File: config.mk
export PLATFORM = sky130hd
export DESIGN_NAME = sega_pad_scanner_flat
export DESIGN_NICKNAME = d
export VERILOG_FILES = /design/src/rtl/sega_pad_scanner_pkg.sv /design/src/rtl/sega_pad_scanner_if.sv /design/src/rtl/sega_pad_scanner_port.sv /design/src/rtl/sega_pad_scanner.sv /design/src/flat_wrapper.sv
export SDC_FILE = /design/constraint.sdc
export NUM_CORES = 1
export LEC_CHECK = 0
export BUFFER_PORTS_ARGS = -buffer_cell sky130_fd_sc_hd__buf_2
export CELL_PAD_IN_SITES_DETAIL_PLACEMENT = 0
export CELL_PAD_IN_SITES_GLOBAL_PLACEMENT = 2
export CORE_ASPECT_RATIO = 1.25
export CORE_MARGIN = 1
export CORE_UTILIZATION = 35
export CTS_BUF_LIST = sky130_fd_sc_hd__clkbuf_4 sky130_fd_sc_hd__clkbuf_8
export CTS_CLUSTER_SIZE = 25
export DETAILED_ROUTE_END_ITERATION = 12
export PLACE_DENSITY = 0.71
export SLEW_MARGIN = 30
export SYNTH_ARGS = -nofsm -noshare
export SYNTH_HDL_FRONTEND = slang
export SYNTH_SLANG_ARGS = --single-unit
export TNS_END_PERCENT = 100
File: constraint.sdc
create_clock -name clk_i -period 2.84 [get_ports clk_i]
set_input_delay 0.426 -clock clk_i [delete_from_list [all_inputs] [get_ports clk_i]]
set_output_delay 0.426 -clock clk_i [all_outputs]
set_load 0.05 [all_outputs]
File: src/rtl/sega_pad_scanner_pkg.sv
// Shared constants and types for the DB9 pad scanner: the phase schedule,
// the bit positions inside the MXYZ SACB RLDU word, and the pad pin layout.
package sega_pad_pkg;

  typedef logic [11:0] pad_word_t;
  typedef logic [7:0]  phase_t;

  // Synchronised pin bundle, same bit order as the joyN_pins_i ports.
  typedef struct packed {
    logic p9;
    logic p6;
    logic right;
    logic left;
    logic down;
    logic up;
  } pad_pins_t;

  localparam phase_t PH_SEL_LO0    = 8'd0;
  localparam phase_t PH_SAMPLE_DIR = 8'd2;
  localparam phase_t PH_SAMPLE_SA  = 8'd3;
  localparam phase_t PH_DETECT6    = 8'd5;
  localparam phase_t PH_SAMPLE_XYZ = 8'd6;
  localparam phase_t PH_PUBLISH    = 8'd7;

  localparam int BIT_U = 0;
  localparam int BIT_D = 1;
  localparam int BIT_L = 2;
  localparam int BIT_R = 3;
  localparam int BIT_B = 4;
  localparam int BIT_C = 5;
  localparam int BIT_A = 6;
  localparam int BIT_S = 7;
  localparam int BIT_Z = 8;
  localparam int BIT_Y = 9;
  localparam int BIT_X = 10;
  localparam int BIT_M = 11;

  localparam pad_word_t WORD_IDLE = 12'hFFF;

  // Select level driven after the tick of a given phase: it alternates low/high
  // from PH_SEL_LO0 through PH_PUBLISH and then rests high for the rest of the scan.
  function automatic logic select_level(input phase_t phase);
    return (phase > PH_PUBLISH) ? 1'b1 : phase[0];
  endfunction

endpackage

File: src/rtl/sega_pad_scanner_if.sv
// Pad-side and consumer-side signals of the scanner. The master modport belongs
// to the scanner; the slave modport is the board/consumer view.
interface sega_pad_scanner_if;
  import sega_pad_pkg::*;

  logic [5:0] joy1_pins_i;
  logic [5:0] joy2_pins_i;
  logic       p7_o;
  pad_word_t  joy1_o;
  pad_word_t  joy2_o;
  logic       six1_o;
  logic       six2_o;
  logic       valid_o;

  modport master (
    input  joy1_pins_i,
    input  joy2_pins_i,
    output p7_o,
    output joy1_o,
    output joy2_o,
    output six1_o,
    output six2_o,
    output valid_o
  );

  modport slave (
    output joy1_pins_i,
    output joy2_pins_i,
    input  p7_o,
    input  joy1_o,
    input  joy2_o,
    input  six1_o,
    input  six2_o,
    input  valid_o
  );

endinterface

File: src/rtl/sega_pad_scanner_port.sv
// One DB9 port: synchronises the pad pins, fills a shadow word across the
// select phases and publishes it as a whole on the publish phase.
module sega_pad_port
  import sega_pad_pkg::*;
#(
  parameter int unsigned SYNC_STAGES = 2
) (
  input  logic       clk_i,
  input  logic       rst_i,
  input  logic       tick,
  input  phase_t     phase,
  input  logic [5:0] pins_async,
  output pad_word_t  word,
  output logic       six
);

  logic [SYNC_STAGES-1:0][5:0] sync_q;
  pad_pins_t                   pins;
  logic [3:0]                  rldu;
  pad_word_t                   shadow;
  logic                        six_shadow;

  // NOTE: the synchroniser chain is reset to the idle (released) level so that
  // the first samples after reset look like an unplugged pad, never like a press.
  always_ff @(posedge clk_i or posedge rst_i) begin
    if (rst_i) begin
      sync_q <= '1;
    end else begin
      sync_q <= {sync_q[SYNC_STAGES-2:0], pins_async};
    end
  end

  assign pins = sync_q[SYNC_STAGES-1];
  assign rldu = {pins.right, pins.left, pins.down, pins.up};

  always_ff @(posedge clk_i or posedge rst_i) begin
    if (rst_i) begin
      shadow     <= WORD_IDLE;
      six_shadow <= 1'b0;
      word       <= WORD_IDLE;
      six        <= 1'b0;
    end else if (tick) begin
      unique case (phase)
        PH_SAMPLE_DIR: begin
          shadow[BIT_R:BIT_U] <= rldu;
          shadow[BIT_C:BIT_B] <= {pins.p9, pins.p6};
          six_shadow          <= 1'b0;
        end
        PH_SAMPLE_SA: begin
          // Left+right both low is impossible on a d-pad: that is the Mega Drive ID.
          if (!pins.right && !pins.left) begin
            shadow[BIT_S:BIT_A] <= {pins.p9, pins.p6};
          end else begin
            shadow[BIT_S:BIT_B] <= {2'b11, pins.p9, pins.p6};
          end
        end
        PH_DETECT6: begin
          if (rldu == 4'b0000) begin
            six_shadow <= 1'b1;
          end
        end
        PH_SAMPLE_XYZ: begin
          if (six_shadow) begin
            shadow[BIT_M:BIT_Z] <= rldu;
          end
        end
        PH_PUBLISH: begin
          word[BIT_S:BIT_U] <= shadow[BIT_S:BIT_U];
          word[BIT_M:BIT_Z] <= six_shadow ? shadow[BIT_M:BIT_Z] : 4'hF;
          six               <= six_shadow;
        end
        default: ;
      endcase
    end
  end

endmodule

File: src/rtl/sega_pad_scanner.sv
// Top of the DB9 pad scanner: phase tick generator, shared select line and
// the two per-port scanners; results publish once per 256-phase scan.
module sega_pad_scanner
  import sega_pad_pkg::*;
#(
  parameter int unsigned TICK_DIV    = 1536,
  parameter int unsigned SYNC_STAGES = 2
) (
  input  logic                clk_i,
  input  logic                rst_i,
  sega_pad_scanner_if.master  bus
);

  localparam logic [15:0] TICK_RELOAD = 16'(TICK_DIV - 1);

  logic [15:0] tick_cnt;
  logic        tick;
  phase_t      phase;
  logic        p7_q;
  logic        p7_next;
  logic        valid_q;

  assign tick = (tick_cnt == 16'd0);

  // NOTE: every default is assigned before any condition so that no path
  // through this block leaves p7_next unassigned and infers a latch.
  always_comb begin
    p7_next = p7_q;
    if (tick) begin
      p7_next = select_level(phase);
    end
  end

  // NOTE: sequential state uses non-blocking assignments only, so every flop
  // here samples the pre-edge values of tick/phase regardless of statement order.
  always_ff @(posedge clk_i or posedge rst_i) begin
    if (rst_i) begin
      tick_cnt <= TICK_RELOAD;
      phase    <= PH_SEL_LO0;
      p7_q     <= 1'b1;
      valid_q  <= 1'b0;
    end else begin
      tick_cnt <= tick ? TICK_RELOAD : tick_cnt - 16'd1;
      if (tick) begin
        phase <= phase + 8'd1;
      end
      p7_q    <= p7_next;
      valid_q <= tick && (phase == PH_PUBLISH);
    end
  end

  assign bus.p7_o    = p7_q;
  assign bus.valid_o = valid_q;

  sega_pad_port #(.SYNC_STAGES(SYNC_STAGES)) u_port1 (
    .clk_i      (clk_i),
    .rst_i      (rst_i),
    .tick       (tick),
    .phase      (phase),
    .pins_async (bus.joy1_pins_i),
    .word       (bus.joy1_o),
    .six        (bus.six1_o)
  );

  sega_pad_port #(.SYNC_STAGES(SYNC_STAGES)) u_port2 (
    .clk_i      (clk_i),
    .rst_i      (rst_i),
    .tick       (tick),
    .phase      (phase),
    .pins_async (bus.joy2_pins_i),
    .word       (bus.joy2_o),
    .six        (bus.six2_o)
  );

endmodule
File: src/flat_wrapper.sv
// flat-port wrapper written by rule: the top's interface ports become plain ports
module sega_pad_scanner_flat import sega_pad_pkg::*;
#(
  parameter int unsigned TICK_DIV    = 1536,
  parameter int unsigned SYNC_STAGES = 2
)
  (clk_i, rst_i, bus_joy1_pins_i, bus_joy2_pins_i, bus_p7_o, bus_joy1_o, bus_joy2_o, bus_six1_o, bus_six2_o, bus_valid_o);
  sega_pad_scanner_if bus_i ();
  input  logic clk_i;
  input  logic rst_i;
  input wire logic [$bits(bus_i.joy1_pins_i)-1:0] bus_joy1_pins_i;
  input wire logic [$bits(bus_i.joy2_pins_i)-1:0] bus_joy2_pins_i;
  output wire logic [$bits(bus_i.p7_o)-1:0] bus_p7_o;
  output wire logic [$bits(bus_i.joy1_o)-1:0] bus_joy1_o;
  output wire logic [$bits(bus_i.joy2_o)-1:0] bus_joy2_o;
  output wire logic [$bits(bus_i.six1_o)-1:0] bus_six1_o;
  output wire logic [$bits(bus_i.six2_o)-1:0] bus_six2_o;
  output wire logic [$bits(bus_i.valid_o)-1:0] bus_valid_o;
  assign bus_i.joy1_pins_i = bus_joy1_pins_i;
  assign bus_i.joy2_pins_i = bus_joy2_pins_i;
  assign bus_p7_o = bus_i.p7_o;
  assign bus_joy1_o = bus_i.joy1_o;
  assign bus_joy2_o = bus_i.joy2_o;
  assign bus_six1_o = bus_i.six1_o;
  assign bus_six2_o = bus_i.six2_o;
  assign bus_valid_o = bus_i.valid_o;
  sega_pad_scanner #(.TICK_DIV(TICK_DIV), .SYNC_STAGES(SYNC_STAGES)) u_core (.clk_i(clk_i), .rst_i(rst_i), .bus(bus_i));
endmodule
==> results.py, run 1 <==
metrics = {
    "synthesis": {
        "ys_types": 38,
        "synth_cells": 301,
        "syn_area_um2": 4260,
        "syn_nets": 320,
        "async_flop_share_pct": 100,
        "synth_area_leaders": "dfstp_2 (51%), dfrtp_1 (11%), mux2_2 (8.5%)",
        "yosysMostFrequentCell": "dfstp_2",
        "synth.ff_latch_count": 102,
        "synth_edf_count": 0,
        "syn_avg_cell_area_um2": 14.2,
        "synth_warnings": 0,
        "ys.flop_type": "dfstp_2",
        "yosysTopAreaCell": "dfstp_2",
        "synth_common_cells": "dfstp_2 (83), mux2_2 (32), mux2_4 (20)",
        "seq_area_frac_synth_pct": 62.3,
        "synth_top_area_share_pct": 51.2,
    },
    "hold_path": {
        "hp-class": "in -> reg",
        "holdCritStartpoint": "bus_joy2_pins_i[2]",
    },
    "run": {
        "maxCapViolCount": 0,
    },
    "sta": {
        "finalHoldViolations": 0,
        "maxSlewHeadroom_pct": 60.0,
        "skew_ns": 0.0176,
        "setup_ws_ns": 0.318,
        "rsz0062_at_grt": "no",
        "fmax_mhz": 397,
        "setup_viol": 0,
        "setup-tns-final_ns": 0,
        "period_needed_ns": 2.52,
        "worst_pin_slew_ns": 0.594,
        "finalCritPeriodShare_pct": 88.8,
        "finalMaxSlewViolations": 0,
    },
    "finish": {
        "syn2layout_area_growth_pct": 15.9,
        "nets": 375,
        "fill_cells": 1139,
        "instances_no_fill": 522,
        "diodes": 0,
        "drive_above_1_share_pct": 59.0,
    },
    "worst_setup_path": {
        "crit_chain": "or4_1 -> or3_1 -> nor4_4 -> buf_12 -> mux2_2",
        "worst_ep_arrival_time_ns": 2.76,
        "crit_path_max_fanout": 26,
        "cpLargestDelayFamily": "simple AND/OR/NAND/NOR gates",
        "r2r-start": "u_core.phase[3]",
        "worst_setup_path_end_kind": "register",
        "startpoint_type": "register",
        "setup.worst_path.class": "reg -> reg",
        "critPathBufInv": 1,
        "crit_start": "u_core.phase[3]",
        "required_ns": 3.08,
        "critPathSlowestCell": "or4_1",
        "max_stage_delay_ns": 0.56,
    },
    "cts": {
        "cts_tree": "done",
        "path_clk_slew_ns": 0.10,
        "clk-insertion-delay-late_ns": 0.37,
        "post-cts-setup-buffers": 0,
        "cts_hold_buf": 0,
        "cts_root_buf": "clkbuf_8",
        "clock-sinks": 102,
        "cts_max_path_buffers": 2,
        "numCtsBuffers": 9,
        "ctsResizeCount": 0,
        "htree_levels": 3,
    },
    "place": {
        "finalWeightedCongestion": 0.804,
        "portBuffers": 41,
        "dp_cells": 506,
        "place_ws_ns": 0.363,
        "hpwl_um": 5460,
    },
    "global_route": {
        "grt_max_degree": 103,
        "grt_pass1_vias": 2684,
        "grt_overflow": 0,
        "grt_pass1_wl_um": 13500,
        "antenna_found_initial": 0,
        "grt_usage_pct": 14.1,
    },
    "floorplanning": {
        "start_util_pct": 36.4,
        "core_um2": 11700,
        "die_h_um": 125,
        "rows": 44,
        "die_area_um2": 12600,
        "ios": 42,
        "die_w_um": 101,
    },
    "route": {
        "final_antenna_net_count": 0,
        "drc": 0,
        "via_per_inst": 4.86,
        "wire_per_inst_um": 15.2,
        "wl_um": 7930,
        "first_pass_iters": 4,
        "vias": 2536,
        "drtIter0Drc": 102,
    },
    "power": {
        "ir_worst_vdd_mv": 0.181,
        "p_total_mw": 2.46,
        "power.density_nw_per_um2": 497,
        "total_leakage_power_nw": 2.11,
    },
    "run_status": {
        "status": "finished clean",
    },
}
-- cell families after synthesis --
kind of cell / after synthesis / share of synthesized area [%]
xor gates and xnor gates: 14 / 2.88
and+or+nand+nor: 90 / 12.8
DFF: 102 / 62.3
AOI/OAI and AO/OA: 20 / 2.91
muxes: 52 / 15.5
buffers and inverters: 18 / 2.14
adders and majority gates: 5 / 1.47
-- worst register-to-register path: cells and delay by family (launching register included) --
kind	cells	cell delay, ns
buffers and inverters	1	0.26
multiplexers	1	0.37
AND/OR/NAND/NOR	3	1.33
flip-flops	1	0.45
-- routing by layer --
metal	part of all wire (%)	GRT usage [%]	vias up
met4	2.6	6.99	0
met3	3.5	3.91	17
met5	0	0	-
met2	49	22.9	55
met1	45	17.0	1279
li1	-	-	1185
-- worst paths after layout --
check / depth (start not counted) / slack [ns] / to
max: 5 / 0.32 / u_core.u_port1.six
min: 1 / 0.14 / u_core.u_port2.sync_q[2]
max reg2reg: 5 / 0.32 / u_core.u_port1.six
min reg2reg: 0 / 0.36 / u_core.u_port1.pins[2]
max in group asynchronous: 3 / 2.21 / u_core.u_port2.word[5]
min in group asynchronous: 3 / 0.19 / u_core.phase[1]
-- cells in the final DEF, fill, tap and decap left out, types with 2 or more instances in the layout --
master | netlist | layout
or3_1 | 9 | 9
nor3_1 | 12 | 12
nor4_1 | 8 | 8
xnor2_1 | 6 | 6
a21oi_1 | 7 | 7
dfstp_2 | 83 | 83
inv_1 | 8 | 7
buf_12 | 0 | 2
clkbuf_8 | 0 | 10
buf_4 | 0 | 11
o21a_1 | 2 | 2
nor4_4 | 2 | 2
nand4_1 | 4 | 4
nand3_1 | 12 | 12
nand2_1 | 11 | 11
ha_1 | 5 | 5
nor2_1 | 7 | 7
nand2b_1 | 11 | 11
mux2_2 | 32 | 32
o31ai_1 | 2 | 2
clkinv_4 | 0 | 2
xor2_1 | 8 | 8
or4_1 | 4 | 4
o21ai_0 | 5 | 5
dfrtp_1 | 19 | 19
or2_2 | 2 | 2
mux2_4 | 20 | 20
buf_2 | 0 | 41
and3_1 | 2 | 2
clkinvlp_4 | 0 | 2
-- sequential cells by signal, summed over array words and instances (netlist names) --
| signal | count |
|---|---|
| u_core.bus.valid_o | 1 |
| u_core.u_port2.six | 1 |
| u_core.u_port1.six | 1 |
| u_core.phase | 8 |
| u_core.u_port2.word | 12 |
| u_core.u_port1.word | 12 |
| u_core.u_port1.six_shadow | 1 |
| u_core.tick_cnt | 16 |
| u_core.u_port2.shadow | 12 |
| u_core.u_port2.pins | 6 |
| u_core.bus.p7_o | 1 |
| u_core.u_port1.pins | 6 |
| u_core.u_port2.six_shadow | 1 |
| u_core.u_port2.sync_q | 6 |
| u_core.u_port1.sync_q | 6 |
| u_core.u_port1.shadow | 12 |
-- area by class of cell --
type                    count  area, um^2  area share (%)
multi-input cells         181        1520            30.7
clock inverters             5        60.1            1.22
flip-flops and latches    102        2660            53.8
clock buffers              11         145            2.94
repair buffers             54         328            6.64
well taps                 161         201            4.08
inverters                   8        33.8           0.684
-- through the flow --
stage / util (%) / hold slack, ns / instance area [um^2]
global route: 42.1 / 0.104 / 4940
floorplan: - / 0.345 / 4270
finish: 42.1 / 0.144 / 4940
global placement: 40.4 / 0.345 / 4730
detailed placement: 40.4 / 0.348 / 4730
CTS: 42.1 / 0.116 / 4940
-- report_power, final --
part           internal (mW)  total, mW  switching (mW)
logic                 0.0110     0.0421          0.0311
registers               1.49       1.50          0.0110
clock network          0.443      0.915           0.472
total                   1.94       2.46           0.514
No activity file was read; power rests on OpenSTA's default activity.
==> run 2, diff against run 1 <==
- PLACE_DENSITY: 0.71 -> 0.8
==> results.py, run 2 (same netlist as run 1, synthesis figures left out) <==
metrics = {
    "global_route": {
        "grt_pass1_wl_um": 12800,
        "grt_pass1_vias": 2573,
        "grt_overflow": 0,
        "grt_usage_pct": 13.1,
        "antenna_found_initial": 0,
        "grt_max_degree": 103,
    },
    "finish": {
        "drive_above_1_share_pct": 58.7,
        "final_core_util_pct": 42.1,
        "mostFrequentLayoutCell": "dfstp_2",
        "instances_no_fill": 519,
        "largest_reg_flops": 16,
        "nets": 372,
        "diodes": 0,
        "final_cell_mix": "dfstp_2 (83), buf_2 (41), mux2_2 (32)",
        "largest_register": "u_core.tick_cnt",
        "syn2layout_area_growth_pct": 15.7,
    },
    "cts": {
        "clk-insertion-delay-late_ns": 0.37,
        "path_clk_slew_ns": 0.09,
        "clock-sinks": 102,
        "htree_levels": 3,
        "post-cts-setup-buffers": 0,
        "cts_max_path_buffers": 2,
        "cts_hold_buf": 0,
        "cts_tree": "done",
        "numCtsBuffers": 9,
        "ctsResizeCount": 0,
        "cts_root_buf": "clkbuf_8",
    },
    "power": {
        "total_leakage_power_nw": 2.10,
        "p_total_mw": 2.54,
        "ir_worst_vdd_mv": 0.194,
        "power.density_nw_per_um2": 514,
    },
    "route": {
        "wl_um": 7570,
        "drc": 0,
        "drtIter0Drc": 139,
        "final_antenna_net_count": 0,
        "vias": 2435,
        "via_per_inst": 4.69,
        "first_pass_iters": 4,
        "wire_per_inst_um": 14.6,
    },
    "worst_setup_path": {
        "required_ns": 3.10,
        "worstReg2RegEnd": "u_core.u_port1.six",
        "reg2reg_depth": 5,
        "setup.worst_path.class": "reg -> reg",
        "critPathSlowestCell": "or4_1",
        "critPathBufInv": 1,
        "crit_chain": "or4_1 -> or3_1 -> nor4_4 -> buf_12 -> mux2_2",
        "cpLargestDelayFamily": "simple AND/OR/NAND/NOR gates",
        "r2r_setup_slack_ns": 0.36,
        "startpoint_type": "register",
        "max_stage_delay_ns": 0.57,
        "worst_setup_path_end_kind": "register",
        "r2r-start": "u_core.phase[3]",
        "worst_ep_arrival_time_ns": 2.74,
        "crit_path_max_fanout": 26,
    },
    "sta": {
        "period_needed_ns": 2.48,
        "skew_ns": 0.00966,
        "finalHoldViolations": 0,
        "maxSlewHeadroom_pct": 64.8,
        "fin_hold_ws_ns": 0.150,
        "finalMaxSlewViolations": 0,
        "setup-tns-final_ns": 0,
        "rsz0062_at_grt": "no",
        "fmax_mhz": 404,
        "finalCritPeriodShare_pct": 87.2,
        "worst_pin_slew_ns": 0.528,
        "setup_viol": 0,
    },
    "place": {
        "dp_cells": 503,
        "portBuffers": 41,
        "finalWeightedCongestion": 0.736,
        "hpwl_um": 5240,
    },
    "floorplanning": {
        "core_um2": 11700,
        "die_w_um": 101,
        "ios": 42,
        "rows": 44,
        "die_h_um": 125,
        "die_area_um2": 12600,
        "start_util_pct": 36.4,
    },
    "hold_path": {
        "hp-class": "in -> reg",
        "whs_endpoint": "u_core.u_port2.sync_q[3]",
        "hold_path_depth": 1,
        "holdCritStartpoint": "bus_joy2_pins_i[3]",
    },
    "run_status": {
        "status": "finished clean",
    },
    "run": {
        "maxCapViolCount": 0,
    },
}
[run 2: changes by cell type in the layout (fill, tap and decap cells not counted)]
cell / change
buf_4: -3
bufinv_16: +1
clkbuf_4: +1
clkbuf_8: -1
clkinv_4: -2
inv_6: +1
[run 2: power by group]
part / switching (mW) / total (mW) / internal [mW]
registers: 0.0109 / 1.50 / 1.49
clock network: 0.477 / 0.994 / 0.518
logic: 0.0316 / 0.0426 / 0.0110
total: 0.519 / 2.54 / 2.02
[run 2: per-layer routing]
metal	global-route usage (%)	part of all wire, %	vias to the layer above
met5	0	0	-
met4	5.12	1.8	0
met3	3.19	2.9	12
met2	21.3	50	37
met1	16.9	46	1216
li1	-	-	1170
[run 2: metrics by stage]
| step | worst slack [ns] | instance area (um^2) |
|---|---|---|
| final | 0.364 | 4930 |
| after detailed placement | 0.369 | 4710 |
| after global routing | 0.234 | 4930 |
| after CTS | 0.358 | 4930 |
| after floorplan | 0.392 | 4270 |
| after global placement | 0.398 | 4710 |
[run 2: worst max-delay path by stage]
stage                             from                     end  slack [ns]  cells after the start
global route        u_core.tick_cnt[0]      u_core.u_port1.six        0.23                      8
floorplan              u_core.phase[3]  u_core.u_port1.word[0]        0.39                      6
finish                 u_core.phase[3]      u_core.u_port1.six        0.36                      5
global placement       u_core.phase[3]      u_core.u_port2.six        0.40                      5
detailed placement     u_core.phase[3]      u_core.u_port2.six        0.37                      5
CTS                    u_core.phase[3]      u_core.u_port2.six        0.36                      5
[run 2: final cells by class]
| class | count | area, um^2 |
|---|---|---|
| clock buffer | 11 | 139 |
| clock inverter | 5 | 81.3 |
| fill | 1114 | 6790 |
| inverter | 8 | 33.8 |
| multi-input combinational | 181 | 1520 |
| sequential | 102 | 2660 |
| tap | 161 | 201 |
| timing repair buffer | 51 | 305 |
==> run 3, diff against run 2 <==
- MAX_ROUTING_LAYER: default -> met4
- PLACE_DENSITY: 0.8 -> 0.77
- clock period: 2.84 -> 2.5 ns (I/O delays scaled with it)
==> results.py, run 3 (same netlist as run 1, synthesis figures left out) <==
metrics = {
    "run_status": {
        "status": "finished clean",
    },
    "route": {
        "vias": 2520,
        "final_antenna_net_count": 0,
        "wire_per_inst_um": 14.4,
        "first_pass_iters": 4,
        "wl_um": 7630,
        "drtIter0Drc": 72,
        "drc": 0,
        "via_per_inst": 4.75,
    },
    "global_route": {
        "grt_overflow": 0,
        "grt_pass1_vias": 2593,
        "grt_use_met1_pct": 16.3,
        "busiest_layer": "met2",
        "met2_usage_pct": 22.4,
        "grt_usage_pct": 13.7,
        "antenna_found_initial": 0,
        "grt_max_degree": 36,
        "use_met3_pct": 3.41,
        "grt_pass1_wl_um": 12900,
    },
    "finish": {
        "drive_above_1_share_pct": 59.6,
        "fill_cells": 1093,
        "regArea_um2": 2660,
        "design_area_um2": 4960,
        "largest_reg_flops": 16,
        "final_cell_mix": "dfstp_2 (83), buf_2 (41), mux2_2 (32)",
        "syn2layout_area_growth_pct": 16.4,
        "nets": 383,
        "multiInputGateArea_um2": 1520,
        "largest_register": "u_core.tick_cnt",
        "mostFrequentLayoutCell": "dfstp_2",
        "diodes": 0,
    },
    "cts": {
        "post-cts-setup-buffers": 0,
        "clk-insertion-delay-late_ns": 0.36,
        "cts_root_buf": "clkbuf_8",
        "numCtsBuffers": 9,
        "path_clk_slew_ns": 0.10,
        "cts_tree": "done",
        "htree_levels": 3,
        "cts_max_path_buffers": 2,
        "clock-sinks": 102,
    },
    "sta": {
        "fmax_mhz": 427,
        "skew_ns": 0.00891,
        "finalHoldViolations": 0,
        "setup_viol": 0,
        "finalCritPeriodShare_pct": 93.7,
        "setup-tns-final_ns": 0,
        "finalMaxSlewViolations": 0,
        "period_needed_ns": 2.34,
        "maxSlewHeadroom_pct": 67.1,
        "rsz0062_at_grt": "no",
        "worst_pin_slew_ns": 0.489,
    },
    "worst_setup_path": {
        "cpLargestDelayFamily": "simple AND/OR/NAND/NOR gates",
        "crit_chain": "or4_1 -> or3_1 -> nor4_4 -> buf_12 -> mux2_2",
        "critPathBufInv": 1,
        "critPathSlowestCell": "or4_1",
        "startpoint_type": "register",
        "crit_path_max_fanout": 26,
        "setup.worst_path.class": "reg -> reg",
        "required_ns": 2.75,
        "max_stage_delay_ns": 0.53,
        "worst_setup_path_end_kind": "register",
        "worst_ep_arrival_time_ns": 2.59,
    },
    "place": {
        "hpwl_um": 5550,
        "finalWeightedCongestion": 0.769,
        "portBuffers": 41,
        "place_area_um2": 4770,
    },
    "floorplanning": {
        "core_um2": 11700,
        "die_w_um": 101,
        "start_util_pct": 36.4,
        "die_area_um2": 12600,
        "rows": 44,
        "ios": 42,
        "die_h_um": 125,
    },
    "power": {
        "internal-power_mw": 2.08,
        "ir_worst_vdd_mv": 0.202,
        "total_leakage_power_nw": 2.13,
        "p_sw_uw": 602,
        "power.density_nw_per_um2": 541,
        "pwr-share-clk_pct": 34.8,
        "p_comb_share_pct": 1.8,
        "pwr-share-seq_pct": 63.4,
        "switching_share_pct": 22.4,
    },
    "hold_path": {
        "hp-class": "in -> reg",
    },
    "run": {
        "maxCapViolCount": 0,
    },
}
==> run 3: cell types whose count changed in the layout (fill, tap and decap cells not counted), sizes merged <==
cell	change
clkinv	+1
buf	+10
dlygate4sd3	+1
clkbuf	-1
bufinv	-2
inv	+2
==> run 3: worst paths after layout <==
path                            cells after the start                       end  slack [ns]                startpoint
max in group asynchronous                           4   u_core.u_port1.word[10]        1.23                     rst_i
worst max-delay path                                5        u_core.u_port2.six        0.16           u_core.phase[4]
worst max register to register                      5        u_core.u_port2.six        0.16           u_core.phase[4]
worst min-delay path                                1  u_core.u_port1.sync_q[4]         0.1        bus_joy1_pins_i[4]
worst min register to register                      0    u_core.u_port1.pins[1]        0.36  u_core.u_port1.sync_q[1]
min in group asynchronous                           3           u_core.phase[0]        0.53                     rst_i
==> run 3: worst reg2reg max path: stages, from the launching register on <==
cell     delay (ns)
dfrtp_1        0.44
or4_1          0.53
or3_1          0.38
nor4_4         0.28
buf_12         0.25
mux2_2         0.37
==> run 3: repair_timing <==
action	CTS	global route
gates resized for setup	0	1
setup endpoints to repair	0	2
hold buffers	1	0
endpoints found under the hold margin	6	0
==> run 3: layout make-up <==
| type | count | share of cell area (%) |
|---|---|---|
| clock inverter | 6 | 0.883 |
| inverter | 8 | 0.681 |
| clock buffer | 10 | 2.65 |
| multi-input combinational | 181 | 30.6 |
| sequential | 102 | 53.5 |
| timing repair buffer | 62 | 7.62 |
| tap | 161 | 4.06 |
==> run 3: through the flow <==
step	worst slack, ns	utilization [%]	cells	hold WS (ns)	total power, mW
2_1_floorplan	0.0517	-	301	0.345	1.75
3_3_place_gp	0.144	40.7	513	0.346	1.78
3_5_place_dp	0.0341	40.7	513	0.347	1.78
4_1_cts	0.00503	42.3	530	0.0765	2.75
5_1_grt	0.0235	42.3	530	0.0644	2.82
6_report	0.156	42.3	530	0.0994	2.69
==> run 3: power groups by stage <==
stage                     clock network, mW  logic (mW)  registers [mW]
after global routing                   1.05      0.0581            1.71
after CTS                             0.994      0.0528            1.70
after floorplan                           0      0.0260            1.72
after global placement                    0      0.0498            1.73
final                                 0.935      0.0493            1.70
after detailed placement                  0      0.0515            1.73
==> run 3: metal layers <==
layer | share of wire, % | wire length, um
met1 | 45 | 3450
met2 | 51 | 3890
met3 | 2.5 | 193
met4 | 1.2 | 92
met5 | 0 | 0
